<file path="src/rtl/ann_pkg.sv">
// Shared definitions for the ANN layer slice: weight memory geometry and the
// weight stream reader state encoding.
package ann_pkg;

  localparam int unsigned WEIGHT_W           = 16;
  localparam int unsigned WEIGHT_ADDR_W      = 5;
  localparam int unsigned WEIGHTS_PER_NEURON = 28;

  typedef enum logic [1:0] {
    StIdle,
    StFetch,
    StDrain,
    StFin
  } wsr_state_e;

endpackage

</file>
<file path="src/rtl/wsr_skid_fifo.sv">
// Two-entry FIFO between the weight BRAM read port and the MAC stream.
// Each entry carries {data, index, last}; the head is presented combinationally.
module wsr_skid_fifo #(
  parameter int unsigned DATA_W = 16,
  parameter int unsigned ADDR_W = 5
) (
  input  logic              clk,
  input  logic              rst,
  input  logic              push,
  input  logic [DATA_W-1:0] push_data,
  input  logic [ADDR_W-1:0] push_index,
  input  logic              push_last,
  input  logic              pop,
  output logic [DATA_W-1:0] head_data,
  output logic [ADDR_W-1:0] head_index,
  output logic              head_last,
  output logic              full,
  output logic              empty
);

  localparam int unsigned EntryW = DATA_W + ADDR_W + 1;

  logic [EntryW-1:0] mem_q [2];
  logic              wr_ptr_q;
  logic              rd_ptr_q;
  logic [1:0]        count_q;
  logic              push_ok;
  logic              pop_ok;

  assign full    = (count_q == 2'd2);
  assign empty   = (count_q == 2'd0);
  // A push into a full FIFO is only legal when the head leaves in the same cycle.
  assign push_ok = push && (!full || pop);
  assign pop_ok  = pop && !empty;

  assign {head_data, head_index, head_last} = mem_q[rd_ptr_q];

  always_ff @(posedge clk) begin
    if (rst) begin
      mem_q[0] <= '0;
      mem_q[1] <= '0;
      wr_ptr_q <= 1'b0;
      rd_ptr_q <= 1'b0;
      count_q  <= 2'd0;
    end else begin
      if (push_ok) begin
        mem_q[wr_ptr_q] <= {push_data, push_index, push_last};
        wr_ptr_q        <= ~wr_ptr_q;
      end
      if (pop_ok) begin
        rd_ptr_q <= ~rd_ptr_q;
      end
      case ({push_ok, pop_ok})
        2'b10:   count_q <= count_q + 2'd1;
        2'b01:   count_q <= count_q - 2'd1;
        default: count_q <= count_q;
      endcase
    end
  end

  no_overflow: assert property (@(posedge clk) disable iff (rst) !(push && full && !pop));

endmodule

</file>
<file path="src/rtl/weight_stream_reader.sv">
// Sweeps one neuron's weight BRAM (negedge-clocked, one-cycle read latency) and
// streams the words in address order to the MAC over a valid/ready handshake.
module weight_stream_reader
  import ann_pkg::*;
#(
  parameter int unsigned DEPTH  = WEIGHTS_PER_NEURON,
  parameter int unsigned ADDR_W = WEIGHT_ADDR_W,
  parameter int unsigned DATA_W = WEIGHT_W
) (
  input  logic              clk,
  input  logic              rst,
  input  logic              start,
  output logic              busy,
  output logic              done,
  output logic [ADDR_W-1:0] bram_addr,
  output logic              bram_en,
  output logic              bram_we,
  output logic [DATA_W-1:0] bram_di,
  input  logic [DATA_W-1:0] bram_do,
  output logic [DATA_W-1:0] w_data,
  output logic [ADDR_W-1:0] w_index,
  output logic              w_valid,
  input  logic              w_ready,
  output logic              w_last
);

  // One extra counter bit so DEPTH == 2**ADDR_W terminates without wrapping.
  localparam int unsigned CntW     = ADDR_W + 1;
  localparam logic [CntW-1:0] DepthCnt = CntW'(DEPTH);
  localparam logic [CntW-1:0] LastCnt  = CntW'(DEPTH - 1);

  wsr_state_e        state_q;
  logic [CntW-1:0]   cnt_q;
  logic              busy_q;
  logic              done_q;
  logic              bram_en_q;
  logic [ADDR_W-1:0] bram_addr_q;
  logic              rd_last_q;

  logic              fifo_push;
  logic              fifo_pop;
  logic              fifo_full;
  logic              fifo_empty;
  logic [1:0]        occ;
  logic [2:0]        load;
  logic              issue;

  // bram_en_q doubles as the in-flight flag: the word lands at the next posedge.
  assign fifo_push = bram_en_q;
  assign fifo_pop  = w_valid && w_ready;

  assign occ  = fifo_full ? 2'd2 : (fifo_empty ? 2'd0 : 2'd1);
  assign load = {1'b0, occ} + {2'b00, bram_en_q} - {2'b00, fifo_pop};

  assign issue = (state_q == StFetch) && (cnt_q < DepthCnt) && (load < 3'd2);

  always_ff @(posedge clk) begin
    if (rst) begin
      state_q     <= StIdle;
      cnt_q       <= '0;
      busy_q      <= 1'b0;
      done_q      <= 1'b0;
      bram_en_q   <= 1'b0;
      bram_addr_q <= '0;
      rd_last_q   <= 1'b0;
    end else begin
      done_q    <= 1'b0;
      bram_en_q <= issue;
      if (issue) begin
        bram_addr_q <= cnt_q[ADDR_W-1:0];
        rd_last_q   <= (cnt_q == LastCnt);
        cnt_q       <= cnt_q + 1'b1;
      end
      unique case (state_q)
        StIdle: begin
          if (start) begin
            cnt_q   <= '0;
            busy_q  <= 1'b1;
            state_q <= StFetch;
          end
        end
        StFetch: begin
          if (issue && (cnt_q == LastCnt)) begin
            state_q <= StDrain;
          end
        end
        StDrain: begin
          if (fifo_pop && w_last) begin
            busy_q  <= 1'b0;
            done_q  <= 1'b1;
            state_q <= StFin;
          end
        end
        StFin: begin
          state_q <= StIdle;
        end
        default: begin
          state_q <= StIdle;
        end
      endcase
    end
  end

  wsr_skid_fifo #(
    .DATA_W(DATA_W),
    .ADDR_W(ADDR_W)
  ) u_fifo (
    .clk       (clk),
    .rst       (rst),
    .push      (fifo_push),
    .push_data (bram_do),
    .push_index(bram_addr_q),
    .push_last (rd_last_q),
    .pop       (fifo_pop),
    .head_data (w_data),
    .head_index(w_index),
    .head_last (w_last),
    .full      (fifo_full),
    .empty     (fifo_empty)
  );

  assign w_valid   = !fifo_empty;
  assign busy      = busy_q;
  assign done      = done_q;
  assign bram_en   = bram_en_q;
  assign bram_addr = bram_addr_q;
  assign bram_we   = 1'b0;
  assign bram_di   = '0;

endmodule

</file>
<file path="config.mk">
export PLATFORM = sky130hd
export DESIGN_NAME = weight_stream_reader
export DESIGN_NICKNAME = d
export VERILOG_FILES = /design/src/rtl/ann_pkg.sv /design/src/rtl/wsr_skid_fifo.sv /design/src/rtl/weight_stream_reader.sv
export SDC_FILE = /design/constraint.sdc
export NUM_CORES = 1
export LEC_CHECK = 0
export CAP_MARGIN = 25
export CORE_AREA = 2 2 109 69
export DETAILED_ROUTE_END_ITERATION = 7
export DIE_AREA = 0 0 111 71
export PLACE_DENSITY = 0.75
export SYNTH_ARGS = -nofsm -noshare
export SYNTH_HDL_FRONTEND = slang
export SYNTH_SLANG_ARGS = --single-unit
</file>
<file path="constraint.sdc">
create_clock -name clk -period 2.1 [get_ports clk]
set_input_delay 0.525 -clock clk [delete_from_list [all_inputs] [get_ports clk]]
set_output_delay 0.525 -clock clk [all_outputs]
set_load 0.02 [all_outputs]
</file>
==> impl_metrics.csv, run 1 <==
group,metric,value,unit
synthesis,syn-cell-area,3000,sq um
final_layout,nNetsFinal,335,
synthesis,yosysSeqAreaShare,58.7,%
clock_tree,cts.sinks,66,
routing,wirelength,5560,um
clock_tree,cts_buffers,9,
critical_path,reg2reg_from,"u_fifo.count_q[0]",
timing,worst_slack,0.0596,ns
timing,period_share,97.2,%
critical_path,cp_max_fo,6,
clock_tree,postCtsSetupBuffers,0,
timing,tightest_slew,0.707,ns
placement,place_hpwl,3870,um
power_and_ir_drop,power_density,1100,nW/um^2
power_and_ir_drop,p_leak,1.63,nW
floorplan,coreArea,6940,sq um
placement,dp_cells,388,
timing,slew_violations,0,
hold_path,hold-path-cell-count,2,
grt,grt_usage,14.7,%
routing,avgRoutedWirePerCell,13.7,um
routing,drt_iter0_drc,66,
floorplan,die_h,71,um
timing,fmax,0.490,GHz
synthesis,synth-seq-cells,66,
clock_tree,cts_tree,"done",
floorplan,die_area,7880,sq um
hold_path,min_to,"rd_last_q",
grt,antenna_found_initial,0,
routing,remaining_drc_errors,0,
synthesis,yosys.area.top_type,"edfxtp_1",
timing,grt_setup_unrepaired,"false",
hold_path,holdCritStartpoint,"rd_last_q",
synthesis,syn_inst,242,
critical_path,startpoint,"u_fifo.count_q[0]",
placement,io_buffers,50,
grt,grt_pass1_vias,1781,
critical_path,cp.required,1.57,ns
synthesis,yosysMostFrequentCell,"and2_1",
critical_path,cp-start-kind,"flip-flop",
synthesis,avgSynthCellArea,12.4,sq um
critical_path,ff2ff_setup_slack,0.37,ns
synthesis,ys_warn_count,0,
routing,vias,1859,
hold_path,hp-class,"reg2reg",
floorplan,start_util,43.3,%
grt,grt_max_degree,23,
synthesis,synth_async_sr_flop_share,0,%
clock_tree,hold_buffers,0,
timing,finalSetupTns,0,ns
critical_path,worstSetupPathType,"reg2out",
critical_path,r2r_cells,5,
timing,skew,0.00404,ns
status,outcome,"completed",
clock_tree,h-tree-depth,3,
clock_tree,cts.path.max_buffers,2,
power_and_ir_drop,peakVddDrop,0.467,mV
grt,grt_pass1_wl,8760,um
routing,firstDrtPassIters,4,
power_and_ir_drop,power,4.32,mW
final_layout,area_growth_syn_to_layout,31.1,%
timing,setup_viol,0,
timing,finalCriticalPeriod,2.04,ns
synthesis,synth-edff-count,44,
floorplan,ios,68,
synthesis,synth_top_area_share,44.0,%
synthesis,ys_top_cells_by_area,"edfxtp_1 (44%), dfxtp_1 (15%), and2_1 (9.4%), mux2_2 (8.2%), buf_4 (4.5%)",
final_layout,antennaDiodeCount,0,
synthesis,synth_cell_types,36,
final_layout,drive_gt1_share,20.4,%
critical_path,endpoint_kind,"output port",
routing,avgViaCountPerCell,4.59,
synthesis,ys.flop_type,"edfxtp_1",
floorplan,fp-row-count,24,
timing,hold_violations,0,
grt,grt.overflow.total,0,
critical_path,rr_endpoint,"u_fifo.mem_q[0][17]",
critical_path,arrival,1.52,ns
floorplan,die_x,111,um
synthesis,synth_common_cells,"and2_1 (45), edfxtp_1 (44), dfxtp_1 (22), mux2_2 (22), buf_4 (18)",
final_layout,instances_no_fill,405,
clock_tree,insertion_delay,0.32,ns
routing,drtAntennaViolNets,0,
timing,slew_headroom,52.6,%
clock_tree,clkTransAtPathRegs,0.05,ns
placement,gp_congestion,0.768,
clock_tree,cts-root-buf,"clkbuf_16",
final_layout,n_fill_cell,593,
job,maxCapViolations,0,
placement,pre_cts_ws,-0.123,ns
==> area by class of cell <==
class	count	area (sq um)	share of cell area [%]
inverters	4	15.0	0.381
repair buffers	66	607	15.4
clock inverters	7	83.8	2.13
flip-flops and latches	66	1760	44.8
clock buffers	9	225	5.72
multi-input cells	162	1130	28.7
well taps	91	114	2.89
==> critical path: stages (launching register included) <==
cell and delay [ns]:
dfxtp_1 0.37, or2_2 0.29, clkdlybuf4s50_1 0.54
==> routing by layer <==
layer,track usage (%),vias to the layer above,share of wire (%)
li1,-,937,-
met1,19.2,874,49
met2,21.9,46,46
met3,6.34,2,5.0
met4,5.69,0,0.25
met5,0,-,0
==> power by group <==
part	switching, mW	leakage, nW	total, mW	internal [mW]
logic	0.598	0.840	1.14	0.539
registers	0.0866	0.636	1.63	1.55
clock network	0.521	0.156	1.55	1.02
==> layout by cell type (no fill, tap or decap), drive strengths merged, types with 4 or more instances in the layout <==
master         netlist  final
a21oi                6      6
and2                45     45
buf                 21     16
clkbuf               5     12
clkdlybuf4s50        0     28
clkinv               0      5
conb                 1     17
dfxtp               22     22
dlygate4sd2          0     18
edfxtp              44     44
ha                   6      6
inv                  4      4
mux2                22     22
mux2i                7      7
nand2                4      4
nand3                4      4
nor2                17     17
==> worst max path at each step <==
stage | endpoint | slack [ns]
2_1_floorplan | u_fifo.mem_q[0][0] | 0.42
3_3_place_gp | u_fifo.mem_q[0][11] | -0.28
3_5_place_dp | u_fifo.mem_q[0][17] | -0.12
4_1_cts | w_last | 0.0001
5_1_grt | w_index[4] | 0.002
6_report | w_valid | 0.06
==> registers in the layout, indices dropped and copies added, names as in the netlist, named ones only <==
name	cells
bram_addr	5
bram_en	1
busy	1
cnt_q	6
done	1
rd_last_q	1
state_q	2
u_fifo.count_q	2
u_fifo.mem_q	44
u_fifo.rd_ptr_q	1
u_fifo.wr_ptr_q	1
==> per-stage QoR <==
| step | area (sq um) | hold slack, ns | utilization, % |
|---|---|---|---|
| floorplan | 3070 | 0.439 | - |
| global placement | 3640 | 0.456 | 52.5 |
| detailed placement | 3650 | 0.458 | 52.6 |
| CTS | 3940 | 0.465 | 56.8 |
| global route | 3940 | 0.482 | 56.8 |
| finish | 3940 | 0.461 | 56.8 |
==> cell families (layout without fill, tap and decap cells) <==
logic type / Yosys count / count (layout) / synth area share, %
compound gates: 18 / 18 / 4.08
simple gates: 86 / 86 / 16.3
mux: 29 / 29 / 10.6
fa+ha+maj: 6 / 6 / 2.50
xor+xnor: 6 / 6 / 1.75
flops: 66 / 66 / 58.7
buf+inv: 30 / 86 / 6.00
other cells: 1 / 17 / 0.125
==> timing repair <==
item,CTS,global route
endpoints found under the setup margin,22,12
cloned,1,0
endpoints found under the hold margin,0,0
resized for setup,25,9
(Power assumes the default switching activity.)
==> run 2: changes to the inputs <==
--- a/config.mk
+++ b/config.mk
@@ -6,10 +6,12 @@
 export NUM_CORES = 1
 export LEC_CHECK = 0
 export CAP_MARGIN = 25
-export CORE_AREA = 2 2 109 69
+export CELL_PAD_IN_SITES_DETAIL_PLACEMENT = 2
+export CELL_PAD_IN_SITES_GLOBAL_PLACEMENT = 2
+export CORE_AREA = 2 2 133 83
 export DETAILED_ROUTE_END_ITERATION = 7
-export DIE_AREA = 0 0 111 71
-export PLACE_DENSITY = 0.75
+export DIE_AREA = 0 0 135 85
+export PLACE_DENSITY = 0.76
 export SYNTH_ARGS = -nofsm -noshare
 export SYNTH_HDL_FRONTEND = slang
 export SYNTH_SLANG_ARGS = --single-unit
==> impl_metrics.csv, run 2 (synthesis gave the netlist of run 1 again) <==
group,metric,value,unit
clock_tree,h-tree-depth,3,
power_and_ir_drop,p_leak,1.61,nW
critical_path,endpoint,"w_valid",
power_and_ir_drop,clockPowerShare,32.9,%
clock_tree,cts_buffers,9,
floorplan,fp-row-count,29,
routing,drtAntennaViolNets,0,
grt,grt_use_met2,23.4,%
clock_tree,cts-root-buf,"clkbuf_16",
floorplan,coreArea,10300,sq um
critical_path,startpoint,"u_fifo.count_q[0]",
power_and_ir_drop,p_switching,1.23,mW
floorplan,die_x,135,um
critical_path,critPathTopFamily,"buffers and inverters",
critical_path,cp.required,1.57,ns
grt,grt_pass1_vias,2152,
critical_path,worstSetupPathType,"reg2out",
routing,remaining_drc_errors,0,
placement,dp_cells,435,
power_and_ir_drop,p_int,3.01,mW
power_and_ir_drop,power_density,1060,nW/um^2
grt,grt_usage,13.7,%
routing,wirelength,7270,um
critical_path,crit_buf_inv,1,
power_and_ir_drop,power,4.24,mW
placement,place_hpwl,5240,um
grt,grt_use_met1,16.5,%
power_and_ir_drop,comb_power_share,28.4,%
floorplan,start_util,29.1,%
final_layout,mostFrequentLayoutCell,"and2_1",
timing,grt_setup_unrepaired,"false",
timing,period_share,97.4,%
critical_path,slowest_delay,0.54,ns
floorplan,die_area,11500,sq um
timing,worst_slack,0.0546,ns
final_layout,instances_no_fill,450,
routing,firstDrtPassIters,4,
critical_path,rr_endpoint,"u_fifo.mem_q[0][3]",
power_and_ir_drop,swShare,29.1,%
clock_tree,clkTransAtPathRegs,0.05,ns
routing,drt_iter0_drc,71,
timing,slew_headroom,59.2,%
grt,grt_max_degree,23,
hold_path,hp-class,"reg2reg",
placement,gp_congestion,0.738,
critical_path,arrival,1.52,ns
final_layout,drive_gt1_share,18.0,%
final_layout,final_cell_mix,"and2_1 (45), edfxtp_1 (44), clkdlybuf4s50_1 (28)",
critical_path,slowest_stage,"clkdlybuf4s50_1",
timing,skew,0.00647,ns
grt,antenna_found_initial,0,
clock_tree,cts.path.max_buffers,2,
final_layout,area_growth_syn_to_layout,33.0,%
status,outcome,"completed",
routing,vias,1940,
critical_path,ff2ff_setup_slack,0.40,ns
clock_tree,hold_buffers,0,
clock_tree,insertion_delay,0.33,ns
timing,tightest_slew,0.609,ns
grt,use_met3,5.08,%
placement,pre_cts_ws,-0.0907,ns
power_and_ir_drop,peakVddDrop,0.412,mV
timing,finalCriticalPeriod,2.05,ns
critical_path,reg2reg_from,"u_fifo.count_q[0]",
critical_path,cp-start-kind,"flip-flop",
critical_path,endpoint_kind,"output port",
grt,busiest_layer,"met2",
critical_path,cp.depth,2,
routing,avgRoutedWirePerCell,16.2,um
clock_tree,cts.sinks,66,
critical_path,path_cells,"or2_2 > clkdlybuf4s50_1",
placement,io_buffers,50,
final_layout,largest_register_ffs,44,
critical_path,r2r_cells,5,
final_layout,antennaDiodeCount,0,
timing,slew_violations,0,
timing,fmax,0.489,GHz
routing,avgViaCountPerCell,4.31,
grt,grt_pass1_wl,11600,um
floorplan,die_h,85,um
power_and_ir_drop,seqPwrFrac,38.6,%
timing,setup_viol,0,
job,maxCapViolations,0,
final_layout,largest-register,"u_fifo.mem_q",
final_layout,nNetsFinal,333,
grt,grt.overflow.total,0,
floorplan,ios,68,
clock_tree,cts_tree,"done",
timing,hold_violations,0,
critical_path,cp_max_fo,6,
-- run 2: cell types whose count changed in the layout (fill, tap and decap cells not counted) --
cell | previous run | this run
buf_6 | 3 | 1
buf_12 | 1 | 4
bufinv_16 | 2 | 1
clkinv_2 | 4 | 2
clkdlybuf4s15_1 | 1 | 4
clkbuf_1 | 0 | 1
clkinv_1 | 1 | 2
buf_4 | 12 | 9
clkbuf_2 | 3 | 0
-- run 2: worst register-to-register path, stage by stage (launching register included) --
cell	delay [ns]
dfxtp_1	0.45
nand2b_1	0.18
o21ai_2	0.10
nor3_2	0.48
buf_12	0.21
and2_1	0.14
-- run 2: power by group through the flow --
| stage | logic, mW | registers, mW | clock network, mW |
|---|---|---|---|
| 6_report | 1.21 | 1.64 | 1.40 |
| 5_1_grt | 1.31 | 1.66 | 1.48 |
| 4_1_cts | 1.22 | 1.64 | 1.43 |
| 3_5_place_dp | 1.29 | 1.66 | 0 |
| 3_3_place_gp | 1.26 | 1.65 | 0 |
| 2_1_floorplan | 0.757 | 1.65 | 0 |
-- run 2: timing repair --
item,CTS,global route
gates resized for setup,24,4
endpoints found under the setup margin,22,22
setup buffers,0,0
-- run 2: routing by layer --
metal	part of all wire [%]	wire length [um]	up-vias
li1	-	-	933
met1	45	3260	962
met2	50	3620	40
met3	4.5	324	5
met4	0.80	58	0
met5	0	0	-
-- run 2: area by class of cell --
class,count,area [sq um]
Inverter,4,15.0
Timing Repair Buffer,64,637
Clock inverter,5,47.5
Clock buffer,10,229
Fill cell,1067,6310
Sequential cell,66,1760
Multi-Input combinational cell,162,1130
Tap cell,139,174
-- run 2: per-stage QoR --
stage	hold WS (ns)	cell area, sq um	setup TNS [ns]	utilization (%)
floorplan	0.439	3070	0	-
global placement	0.468	3740	-0.643	36.3
detailed placement	0.478	3740	-1.67	36.3
CTS	0.490	3990	-0.0728	38.7
global route	0.496	4000	0	38.8
finish	0.483	4000	0	38.8
-- run 2: worst min-delay path by stage --
stage	from	end	slack, ns	depth (start not counted)
final	cnt_q[4]	cnt_q[4]	0.48	2
after global placement	cnt_q[4]	cnt_q[4]	0.47	2
after global routing	cnt_q[4]	cnt_q[4]	0.50	2
after detailed placement	cnt_q[4]	cnt_q[4]	0.48	2
after CTS	cnt_q[4]	cnt_q[4]	0.49	2
after floorplan	cnt_q[4]	cnt_q[4]	0.44	2
